## src/rtl/heap_ctrl.sv

```systemverilog
`default_nettype none
// ============================================================================
//  Module      : heap_ctrl
//  Description : Frame sequencer for a hardware sort heap. Accepts a key
//                stream, issues paced insert strobes into the heap, flushes
//                it, waits out the drain window and forwards heap output
//                words as a key result stream.
//  Revision    : 1.0 - initial release
// ============================================================================
module heap_ctrl #(
  parameter int DATA_WIDTH = 32,
  parameter int KEY_WIDTH  = 16,
  parameter int NLEVELS    = 2,
  parameter int ISSUE_GAP  = 2
) (
  input  logic                  clk,
  input  logic                  rstn,
  input  logic                  start,
  // key stream in
  input  logic                  s_valid,
  output logic                  s_ready,
  input  logic [KEY_WIDTH-1:0]  s_key,
  input  logic                  s_last,
  // heap control
  output logic                  h_init,
  output logic                  h_en,
  output logic                  h_flush,
  output logic [DATA_WIDTH-1:0] h_din,
  input  logic                  h_valid,
  input  logic [DATA_WIDTH-1:0] h_dout,
  // result stream out
  output logic                  m_valid,
  output logic [KEY_WIDTH-1:0]  m_key,
  // status
  output logic                  busy,
  output logic                  done,
  output logic [15:0]           in_cnt,
  output logic [15:0]           out_cnt
);

  localparam int HEAP_SIZE    = (1 << (NLEVELS + 1)) - 1;
  localparam int DRAIN_CYCLES = 2 * HEAP_SIZE + 4;

  // A one-cycle gap still needs a 1-bit counter so the compare logic exists.
  localparam int GAP_W   = (ISSUE_GAP > 1) ? $clog2(ISSUE_GAP) : 1;
  localparam int DRAIN_W = $clog2(DRAIN_CYCLES);

  localparam logic [GAP_W-1:0]   C_GAP_LOAD   = GAP_W'(ISSUE_GAP - 1);
  localparam logic [GAP_W-1:0]   C_GAP_ONE    = GAP_W'(1);
  localparam logic [DRAIN_W-1:0] C_DRAIN_LAST = DRAIN_W'(DRAIN_CYCLES - 1);
  localparam logic [DRAIN_W-1:0] C_DRAIN_ONE  = DRAIN_W'(1);
  localparam logic [15:0]        C_CNT_MAX    = 16'hFFFF;

  typedef enum logic [2:0] {
    IDLE  = 3'd0,
    INIT  = 3'd1,
    LOAD  = 3'd2,
    FLUSH = 3'd3,
    DRAIN = 3'd4
  } state_t;

  state_t                r_state;
  state_t                w_state_nxt;

  logic [GAP_W-1:0]      r_gap;
  logic [DRAIN_W-1:0]    r_drain;

  logic                  r_h_init;
  logic                  r_h_en;
  logic                  r_h_flush;
  logic [DATA_WIDTH-1:0] r_h_din;
  logic                  r_m_valid;
  logic [KEY_WIDTH-1:0]  r_m_key;
  logic                  r_done;
  logic [15:0]           r_in_cnt;
  logic [15:0]           r_out_cnt;

  logic                  w_ready;
  logic                  w_accept;
  logic                  w_init_go;
  logic                  w_flush_go;
  logic                  w_done_go;
  logic                  w_busy;

  // Only the key field of a heap word is forwarded; the pad bits are ignored.
  logic                  w_unused_dout;
  assign w_unused_dout = ^h_dout[DATA_WIDTH-1:KEY_WIDTH];

  // State register.
  always_ff @(posedge clk or negedge rstn) begin
    if (!rstn) begin
      r_state <= IDLE;
    end else begin
      r_state <= w_state_nxt;
    end
  end

  // Next-state decode plus the one-cycle strobe requests derived from it.
  // start is honoured only in IDLE and not while the completion pulse of the
  // previous frame is still on the port, so a start overlapping done is lost.
  always_comb begin
    w_state_nxt = r_state;
    w_ready     = 1'b0;
    w_accept    = 1'b0;
    w_init_go   = 1'b0;
    w_flush_go  = 1'b0;
    w_done_go   = 1'b0;
    w_busy      = 1'b1;
    case (r_state)
      IDLE: begin
        w_busy = 1'b0;
        if (start && !r_done) begin
          w_state_nxt = INIT;
          w_init_go   = 1'b1;
        end
      end
      INIT: begin
        w_state_nxt = LOAD;
      end
      LOAD: begin
        w_ready  = (r_gap == '0);
        w_accept = w_ready && s_valid;
        if (w_accept && s_last) begin
          w_state_nxt = FLUSH;
        end
      end
      FLUSH: begin
        if (r_gap == '0) begin
          w_state_nxt = DRAIN;
          w_flush_go  = 1'b1;
        end
      end
      DRAIN: begin
        if (r_drain == C_DRAIN_LAST) begin
          w_state_nxt = IDLE;
          w_done_go   = 1'b1;
        end
      end
      default: begin
        w_state_nxt = IDLE;
      end
    endcase
  end

  // Insert pacing: reload after every accept, count down to zero.
  always_ff @(posedge clk or negedge rstn) begin
    if (!rstn) begin
      r_gap <= '0;
    end else if (w_init_go) begin
      r_gap <= '0;
    end else if (w_accept) begin
      r_gap <= C_GAP_LOAD;
    end else if (r_gap != '0) begin
      r_gap <= r_gap - C_GAP_ONE;
    end
  end

  // Drain window counter, idle at zero outside DRAIN.
  always_ff @(posedge clk or negedge rstn) begin
    if (!rstn) begin
      r_drain <= '0;
    end else if (r_state == DRAIN && !w_done_go) begin
      r_drain <= r_drain + C_DRAIN_ONE;
    end else begin
      r_drain <= '0;
    end
  end

  // Registered heap strobes; each comes from a different state so they can
  // never overlap.
  always_ff @(posedge clk or negedge rstn) begin
    if (!rstn) begin
      r_h_init  <= 1'b0;
      r_h_en    <= 1'b0;
      r_h_flush <= 1'b0;
      r_done    <= 1'b0;
    end else begin
      r_h_init  <= w_init_go;
      r_h_en    <= w_accept;
      r_h_flush <= w_flush_go;
      r_done    <= w_done_go;
    end
  end

  // Heap input word: accepted key zero-extended into the data word.
  always_ff @(posedge clk or negedge rstn) begin
    if (!rstn) begin
      r_h_din <= '0;
    end else if (w_accept) begin
      r_h_din <= {{(DATA_WIDTH - KEY_WIDTH){1'b0}}, s_key};
    end
  end

  // Accepted-key counter, cleared at frame start, saturating.
  always_ff @(posedge clk or negedge rstn) begin
    if (!rstn) begin
      r_in_cnt <= '0;
    end else if (w_init_go) begin
      r_in_cnt <= '0;
    end else if (w_accept && r_in_cnt != C_CNT_MAX) begin
      r_in_cnt <= r_in_cnt + 16'd1;
    end
  end

  // Result stream: one-cycle-late copy of the heap output key field.
  always_ff @(posedge clk or negedge rstn) begin
    if (!rstn) begin
      r_m_valid <= 1'b0;
      r_m_key   <= '0;
    end else begin
      r_m_valid <= h_valid;
      if (h_valid) begin
        r_m_key <= h_dout[KEY_WIDTH-1:0];
      end
    end
  end

  // Emitted-result counter, cleared at frame start, saturating.
  always_ff @(posedge clk or negedge rstn) begin
    if (!rstn) begin
      r_out_cnt <= '0;
    end else if (w_init_go) begin
      r_out_cnt <= '0;
    end else if (h_valid && r_out_cnt != C_CNT_MAX) begin
      r_out_cnt <= r_out_cnt + 16'd1;
    end
  end

  assign s_ready = w_ready;
  assign busy    = w_busy;
  assign h_init  = r_h_init;
  assign h_en    = r_h_en;
  assign h_flush = r_h_flush;
  assign h_din   = r_h_din;
  assign m_valid = r_m_valid;
  assign m_key   = r_m_key;
  assign done    = r_done;
  assign in_cnt  = r_in_cnt;
  assign out_cnt = r_out_cnt;

endmodule
`default_nettype wire

```

## config.mk

```make
export PLATFORM = sky130hd
export DESIGN_NAME = heap_ctrl
export DESIGN_NICKNAME = d
export VERILOG_FILES = /design/src/rtl/heap_ctrl.sv
export SDC_FILE = /design/constraint.sdc
export NUM_CORES = 1
export LEC_CHECK = 0
export ABC_AREA = 1
export ABC_CLOCK_PERIOD_IN_PS = 3300
export CAP_MARGIN = 20
export CORE_ASPECT_RATIO = 2
export CORE_MARGIN = 8
export CORE_UTILIZATION = 49
export DETAILED_ROUTE_END_ITERATION = 10
export PLACE_DENSITY = 0.87
export SKIP_LAST_GASP = 1
export SYNTH_ARGS = -nofsm -noshare
export SYNTH_HDL_FRONTEND = slang
export SYNTH_SLANG_ARGS = --single-unit
```

## constraint.sdc

```tcl
create_clock -name clk -period 3.3 [get_ports clk]
set_clock_uncertainty 0.15 [all_clocks]
set_input_delay 0.825 -clock clk [delete_from_list [all_inputs] [get_ports clk]]
set_output_delay 0.825 -clock clk [all_outputs]
set_load 0.005 [all_outputs]
```

==> results of run 1 <==
## state kept, by name, indices dropped and copies added (netlist names)
register,cells
m_valid,1
h_init,1
m_key,16
out_cnt,16
r_drain,5
done,1
r_gap,1
h_flush,1
h_en,1
r_state,3
h_din,16
in_cnt,16
## critical path, cell delays in order (launching register included)
cell and delay [ps]:
dfrtp_1 420, nor2_4 190, nand2_4 100, nor2_1 90, clkdlybuf4s50_1 510
## how the worst min path moves through the flow
stage | startpoint | end | slack (ps)
after global routing | h_din[7] | h_din[7] | 340
final | h_din[9] | h_din[9] | 320
after CTS | h_din[9] | h_din[9] | 320
after detailed placement | h_din[9] | h_din[9] | 310
after floorplan | r_gap | h_flush | 310
after global placement | m_key[12] | m_key[12] | 300
## layout by cell type (no fill, tap or decap), types with 4 or more instances in the layout
master	netlist	routed
clkdlybuf4s50_1	0	107
nand4_1	10	10
nor2_1	37	37
nand2_1	216	216
nand3_1	28	28
o21ai_0	11	11
xor2_1	6	6
clkbuf_16	0	9
dfrtp_1	78	78
nor2_4	5	5
conb_1	1	16
ha_1	4	4
inv_1	25	25
xnor2_1	9	9
o21bai_1	4	4
## power breakdown
group / leakage, nW / switching [mW] / total (mW) / internal, mW
registers: 1.02 / 0.177 / 1.34 / 1.17
clock network: 0.157 / 0.365 / 1.04 / 0.680
logic: 1.38 / 0.528 / 1.08 / 0.554
total: 2.55 / 1.07 / 3.47 / 2.40
## synth_stat cells, drive strengths merged
cell type | number | area [µm²]
a21oi | 3 | 15.0
buf | 22 | 165
clkbuf | 2 | 7.51
clkinv | 1 | 3.75
conb | 1 | 3.75
dfrtp | 78 | 1950
ha | 4 | 50.1
inv | 29 | 114
mux2i | 1 | 10.0
nand2 | 220 | 841
nand3 | 28 | 140
nand4 | 10 | 62.6
nor2 | 48 | 274
nor3 | 2 | 10.0
o21ai | 12 | 71.3
o21bai | 4 | 30.0
or2 | 3 | 18.8
xnor2 | 9 | 78.8
xor2 | 6 | 52.6
## layout make-up
type | count | area share
clock buffer | 12 | 0.0464
clock inverter | 4 | 0.0132
inverter | 30 | 0.0221
multi-input combinational | 366 | 0.323
sequential | 78 | 0.367
tap | 96 | 0.0226
timing repair buffer | 110 | 0.206
## per-layer routing
| metal | vias to the layer above | GRT usage | wire, µm |
|---|---|---|---|
| li1 | 1693 | - | - |
| met1 | 1581 | 0.194 | 3930 |
| met2 | 119 | 0.280 | 4690 |
| met3 | 6 | 0.0620 | 776 |
| met4 | 0 | 0.0600 | 54 |
| met5 | - | 0 | 0 |
## metrics by stage
stage          utilization  instance area, µm²  std cells  total power, mW  hold WS, ps
2_1_floorplan            -                3960        498             1.88          308
3_3_place_gp         0.638                5000        680             2.42          302
3_5_place_dp         0.638                5000        680             2.45          308
4_1_cts              0.679                5310        696             3.52          321
5_1_grt              0.679                5310        696             3.70          337
6_report             0.679                5310        696             3.47          317
## logic make-up (layout without fill, tap and decap cells)
family | count (synthesis) | after routing | share of synthesized area
adders and majority gates | 4 | 4 | 0.0128
DFF | 78 | 78 | 0.500
buffers and inverters | 54 | 156 | 0.0744
and+or+nand+nor | 311 | 311 | 0.345
other | 1 | 16 | 0.000962
muxes | 1 | 1 | 0.00257
xor gates and xnor gates | 15 | 15 | 0.0337
AOI/OAI and AO/OA | 19 | 19 | 0.0298
==> impl_metrics.ini, run 1 <==
[outcome]
outcome = finished, final reports clean

[clock_tree]
cts.clk_slew.worst_paths_ps = 50
cts_setup_buffers = 0
insertion_delay_ps = 340
h-tree-depth = 3
root_buffer = clkbuf_16
ctsResizeCount = 0
cts_buffers = 9
hold_buffers = 0
cts_tree = yes
cts_sinks = 78
ctsLongestPathBuffers = 2

[route]
drtPass1Iterations = 6
via_per_inst = 4.88
drtAntennaViolNets = 0
drt_iter0_markers = 296
via_count = 3399
drc = 0
wl_per_cell_um = 13.6
wl_um = 9450

[finish]
n_fill_cell = 636
seqCellArea_um2 = 1950
diodes = 0
fin_nets = 653
syn2layout_area_growth_pct = 36.3
drive_above_1_share = 0.0667
multiInputGateArea_um2 = 1710

[synth]
syn_inst = 483
syn-cell-area_um2 = 3900
synth_area_per_cell_um2 = 8.07
synth.distinct_cells = 29
yosysWarnings = 0
synth_seq_area_share = 0.500
ys_ff_latch = 78

[worst_setup_path]
rr_worst_depth = 8
r2r_setup_slack_ps = 1340
crit_arrival_ps = 1640
cp_max_fo = 4
start_kind = register
critPathLaunch = r_state[0]
crit_type = reg2out
required_ps = 2320
r2r-start = r_state[0]
worstSetupEndpoint = s_ready
cp-end-kind = output pin
worst_r2r_endpoint = in_cnt[9]

[sta]
slew_viol_final = 0
finalSetupTns_ps = 0
relSlewSlack = 0.352
worst_slew_pin_slew_ps = 973
grt_setup_unrepaired = false
hold_viol = 0
setup_viol = 0
period_share = 0.792
postLayoutSetupSlackWorst_ps = 686
min_period_ps = 2610
max_freq_mhz = 383

[grt]
overflow = 0
track_usage = 0.170
grt_max_degree = 79
first_global_vias = 3325
antenna_found_initial = 0
grt_pass1_wl_um = 15300

[min_path]
min_path_cells = 2
hp-class = reg2reg

[die]
coreArea_um2 = 7830
die_area_um2 = 11200
start_util = 0.498
ios = 141
die-width_um = 79.1
die_y_um = 142
rows = 46

[placed_design]
hpwl_um = 6910
place_congestion = 0.864
dpl_worst_slack_ps = 544
port_buffers = 108

[flow_run]
maxCapViolCount = 0

[power]
p_per_area_nw_per_um2 = 653
p_leak_nw = 2.55
ir_drop_uv = 433
Power figures use the tool's default switching activity.
==> run 2: changes to the inputs <==
--- a/config.mk
+++ b/config.mk
@@ -6,13 +6,13 @@
 export NUM_CORES = 1
 export LEC_CHECK = 0
 export ABC_AREA = 1
-export ABC_CLOCK_PERIOD_IN_PS = 3300
+export ABC_CLOCK_PERIOD_IN_PS = 2400
 export CAP_MARGIN = 20
 export CORE_ASPECT_RATIO = 2
 export CORE_MARGIN = 8
-export CORE_UTILIZATION = 49
+export CORE_UTILIZATION = 41
 export DETAILED_ROUTE_END_ITERATION = 10
-export PLACE_DENSITY = 0.87
+export PLACE_DENSITY = 0.77
 export SKIP_LAST_GASP = 1
 export SYNTH_ARGS = -nofsm -noshare
 export SYNTH_HDL_FRONTEND = slang
==> constraint.sdc (replaced) <==
create_clock -name clk -period 2.4 [get_ports clk]
set_clock_uncertainty 0.15 [all_clocks]
set_input_delay 0.6 -clock clk [delete_from_list [all_inputs] [get_ports clk]]
set_output_delay 0.6 -clock clk [all_outputs]
set_load 0.005 [all_outputs]
==> impl_metrics.ini, run 2 (same netlist as run 1, synthesis figures left out) <==
[outcome]
outcome = finished, final reports clean

[finish]
fin_nets = 660
n_fill_cell = 832
layout_commonest_cell = nand2_1
syn2layout_area_growth_pct = 38.2
drive_above_1_share = 0.0793
diodes = 0
final_cell_mix = nand2_1, clkdlybuf4s50_1, dfrtp_1

[worst_setup_path]
crit_path_cell_trace = nor2_4, buf_4, nand2_2, clkdlybuf4s50_1
slowest_delay_ps = 460
crit_type = reg2out
rr_worst_depth = 10
cp.buffers_inverters = 2
required_ps = 1650
start_kind = register
crit_arrival_ps = 1570
cp-end-kind = output pin
cpMaxStageDelayCell = clkdlybuf4s50_1
cp_max_fo = 3
worst_r2r_endpoint = out_cnt[4]
crit_family = buffers and inverters
r2r_setup_slack_ps = 430
r2r-start = out_cnt[0]

[clock_tree]
root_buffer = clkbuf_16
h-tree-depth = 3
cts_buffers = 9
cts_sinks = 78
cts.clk_slew.worst_paths_ps = 50
ctsLongestPathBuffers = 2
cts_tree = yes
insertion_delay_ps = 330
hold_buffers = 0

[flow_run]
maxCapViolCount = 0

[sta]
slew_viol_final = 0
period_share = 0.968
max_freq_mhz = 430
setup_viol = 0
holdWs_ps = 117
grt_setup_unrepaired = false
min_period_ps = 2320
finalSetupTns_ps = 0
hold_viol = 0

[grt]
antenna_found_initial = 0
track_usage = 0.163
grt_max_degree = 79
overflow = 0
grt_pass1_wl_um = 16900
first_global_vias = 3566

[route]
wl_um = 10100
via_count = 3446
met1_length_um = 3600
via_per_inst = 4.86
wl_per_cell_um = 14.3
drt_iter0_markers = 212
routed.top_layer = met4
route.met2.wl_um = 5520
drtPass1Iterations = 5
drc = 0
drtAntennaViolNets = 0
met3_length_um = 657

[die]
start_util = 0.418
rows = 50
die_area_um2 = 13100
die-width_um = 85.0
die_y_um = 154
coreArea_um2 = 9320
ios = 141

[power]
ir_drop_uv = 687
p_per_area_nw_per_um2 = 898
p_leak_nw = 2.60

[placed_design]
hpwl_um = 7810
place_congestion = 0.879
port_buffers = 108

[min_path]
hp-class = in2async
## run 2: what timing repair did
| item | 4_1_cts | 5_1_grt |
|---|---|---|
| pin swaps | 1 | 1 |
| setup endpoints to repair | 1 | 1 |
| setup buffers | 3 | 1 |
| gates resized for setup | 0 | 2 |
| cloned | 0 | 0 |
## run 2: routing by layer
layer,track usage,vias to the layer above
met2,0.291,111
li1,-,1715
met1,0.154,1590
met4,0.101,0
met3,0.0529,30
met5,0,-
## run 2: worst reg2reg max path: stages (launching register included)
cell,delay [ps]
dfrtp_1,420
ha_1,240
nand3_1,160
inv_1,110
nand2_2,140
nor2_4,60
nor2_4,220
nand2_2,100
inv_2,160
nand2_1,80
nand2_1,60
## run 2: area by class of cell
class | count | area, µm² | area share
Sequential cell | 78 | 1950 | 0.362
Inverter | 30 | 118 | 0.0218
Multi-Input combinational cell | 366 | 1720 | 0.319
Clock inverter | 4 | 72.6 | 0.0135
Clock buffer | 10 | 239 | 0.0443
Tap cell | 104 | 130 | 0.0241
Timing Repair Buffer | 117 | 1160 | 0.215
## run 2: where the power goes
| group | switching [mW] | internal, mW |
|---|---|---|
| Clock | 0.492 | 0.925 |
| Sequential | 0.248 | 1.61 |
| Combinational | 0.753 | 0.814 |
## run 2: through the flow
| step | total power [mW] | util | setup slack (ps) | instance area [µm²] | std cells |
|---|---|---|---|---|---|
| after global routing | 5.15 | 0.578 | 14.2 | 5390 | 709 |
| final | 4.84 | 0.578 | 75.7 | 5390 | 709 |
| after floorplan | 2.58 | - | 655 | 3960 | 498 |
| after detailed placement | 3.42 | 0.541 | 129 | 5040 | 691 |
| after global placement | 3.37 | 0.541 | 163 | 5040 | 691 |
| after CTS | 4.90 | 0.577 | 30.9 | 5380 | 708 |
## run 2: how the worst max path moves through the flow
stage | cells after the start | endpoint | slack, ps | from
6_report | 4 | busy | 80 | r_state[0]
5_1_grt | 4 | busy | 10 | r_state[0]
4_1_cts | 4 | s_ready | 30 | r_state[2]
3_5_place_dp | 8 | in_cnt[10] | 130 | start
3_3_place_gp | 8 | in_cnt[9] | 160 | start
2_1_floorplan | 7 | out_cnt[10] | 660 | h_valid
==> RTL edit, RTL diff (settings of run 2) <==
The parameter `NLEVELS` goes from 2 to 4.
--- a/src/rtl/heap_ctrl.sv
+++ b/src/rtl/heap_ctrl.sv
@@ -10,7 +10,7 @@
 module heap_ctrl #(
   parameter int DATA_WIDTH = 32,
   parameter int KEY_WIDTH  = 16,
-  parameter int NLEVELS    = 2,
+  parameter int NLEVELS    = 4,
   parameter int ISSUE_GAP  = 2
 ) (
   input  logic                  clk,
Check against the original RTL: same outputs for any inputs over 10 cycles, from zero or initial values and one cycle with rstn low; that may be too few to reach the edited logic, so the function may still have changed.
==> RTL edit against run 2 <==
  * Combinational power decreased by 18%
  * Design area grew 3.1%
  * Total power is 5.3% lower
  * Clock power up 6%
  * Sequential power is 3% lower
  * Wire length grew 4.0%
  * Die area rose by 2.6%
  * Setup slack better by 2.7 ps
  * Sequential cell count rose by 2
  * Area after synthesis rose by 3.0%
==> RTL edit: results (changes against run 2) <==
| Metric | Value |
|---|---|
| Post-CTS setup buffers | 1 (-2) |
| Drt first pass iters | 6 (+1) |
| Largest net degree at the start of global routing | 51 (-35%) |
| Vias | 3642 (+5.7%) |
| Pre-CTS setup slack | 180 ps (+51.0 ps) |
| List of most frequent post-synthesis cells | nand2_1 (237), dfrtp_1 (80), nor2_1 (40) |
| Max IR drop VDD | 0.000548 V (-20%) |
| First-pass GRT wire length | 17.8 mm (+5.4%) |
| GPL Wtd Cong | 0.898 (+2.2%) |
| Switching part of the total | 30.2% (-0.71 points) |
| Final HPWL DP | 8.07 mm (+3.4%) |
| WL final | 10.6 mm (+4.0%) |
| Ant. Diodes | 0 (unchanged) |
| Part of the Yosys area used for sequential elements | 49.8% (-0.23 points) |
| DRC violation total after the first TritonRoute iteration | 208 (-1.9%) |
| Vias in the first global route | 3711 (+4.1%) |
| Fill cells | 884 (+6.3%) |
| Cell variety after synth | 27 (-6.9%) |
| Share of layout cells above drive strength 1 | 6.39% (-1.5 points) |
| Worst min path class | in -> async |
| Outcome | complete, no violations |
| Clock Tree Buf Depth | 2 (unchanged) |
| CTS resizes | 0 (unchanged) |
| Leakage | 2.72 nW (+4.8%) |
| Critical path fanouts, max | 3 (unchanged) |
| Tot GR Track Use | 16.6% (+0.34 points) |
| Synth area leaders | dfrtp_1 (50%), nand2_1 (22%), nand3_1 (4.1%) |
| CTS Buf Count | 9 (unchanged) |
| Synth warn | 0 (unchanged) |
| Layout Nets | 695 (+5.3%) |
| Clk Latency, worst-skew pair | 330 ps (about the same) |
| Asr flop ratio synth | 100% (unchanged) |
-- RTL edit: area by class of cell --
class / count / share of cell area, %
flip-flops and latches: 80 / 36.0
repair buffers: 118 / 21.0
well taps: 132 / 2.97
inverters: 38 / 2.57
clock inverters: 6 / 1.64
multi-input cells: 390 / 31.5
clock buffers: 10 / 4.30
-- RTL edit: power by group through the flow --
| stage | Clock, mW | Sequential, mW | Combinational (mW) |
|---|---|---|---|
| 3_5_place_dp | 0 | 1.81 | 1.30 |
| 2_1_floorplan | 0 | 1.78 | 0.616 |
| 5_1_grt | 1.59 | 1.83 | 1.45 |
| 4_1_cts | 1.53 | 1.79 | 1.32 |
| 3_3_place_gp | 0 | 1.80 | 1.27 |
| 6_report | 1.50 | 1.79 | 1.29 |
-- RTL edit: worst max-delay path: stages (launching register included) --
cell,delay [ps]
dfrtp_1,420
nor2_4,130
nand2_2,70
nor2_4,110
clkdlybuf4s50_1,510
-- RTL edit: kinds of logic (layout without fill, tap and decap cells) --
group | count (synthesis) | after routing | synth area share (%)
DFF | 80 | 80 | 49.8
xor gates and xnor gates | 11 | 11 | 2.40
AOI/OAI and AO/OA | 11 | 11 | 1.62
other | 1 | 16 | 0.0933
buffers and inverters | 64 | 172 | 8.09
adders and majority gates | 4 | 4 | 1.25
and+or+nand+nor | 348 | 348 | 36.7
-- RTL edit: final timing paths --
check                                  startpoint                      end  slack (ps)  cells past startpoint
setup reg to reg           out_cnt[1]$_DFFE_PN0P_  out_cnt[10]$_DFFE_PN0P_         460                      9
hold / removal                               rstn    h_din[14]$_DFFE_PN0P_          30                      1
hold reg to reg              m_key[4]$_DFFE_PN0P_     m_key[4]$_DFFE_PN0P_         320                      2
min in group clk             m_key[4]$_DFFE_PN0P_     m_key[4]$_DFFE_PN0P_         320                      2
setup / recovery           r_state[2]$_DFFE_PN0P_                  s_ready          80                      4
max in group asynchronous                    rstn  out_cnt[15]$_DFFE_PN0P_        1470                      2
-- RTL edit: metal layers --
metal / vias up / routed length (um) / part of all wire [%] / track usage [%]
met3: 16 / 759 / 7.2 / 4.33
met2: 131 / 5610 / 53 / 29.5
met4: 0 / 227 / 2.2 / 7.74
li1: 1812 / - / - / -
met5: - / 0 / 0 / 0
met1: 1683 / 3950 / 37 / 17.6
-- RTL edit: stage by stage --
stage / cell area [um^2] / hold slack [ps] / total power, mW / std cells
global route: 5550 / 65.6 / 4.86 / 774
detailed placement: 5220 / 307 / 3.11 / 757
floorplan: 4080 / 154 / 2.40 / 534
CTS: 5550 / 44.0 / 4.64 / 774
finish: 5550 / 34.2 / 4.58 / 774
global placement: 5220 / 304 / 3.07 / 757
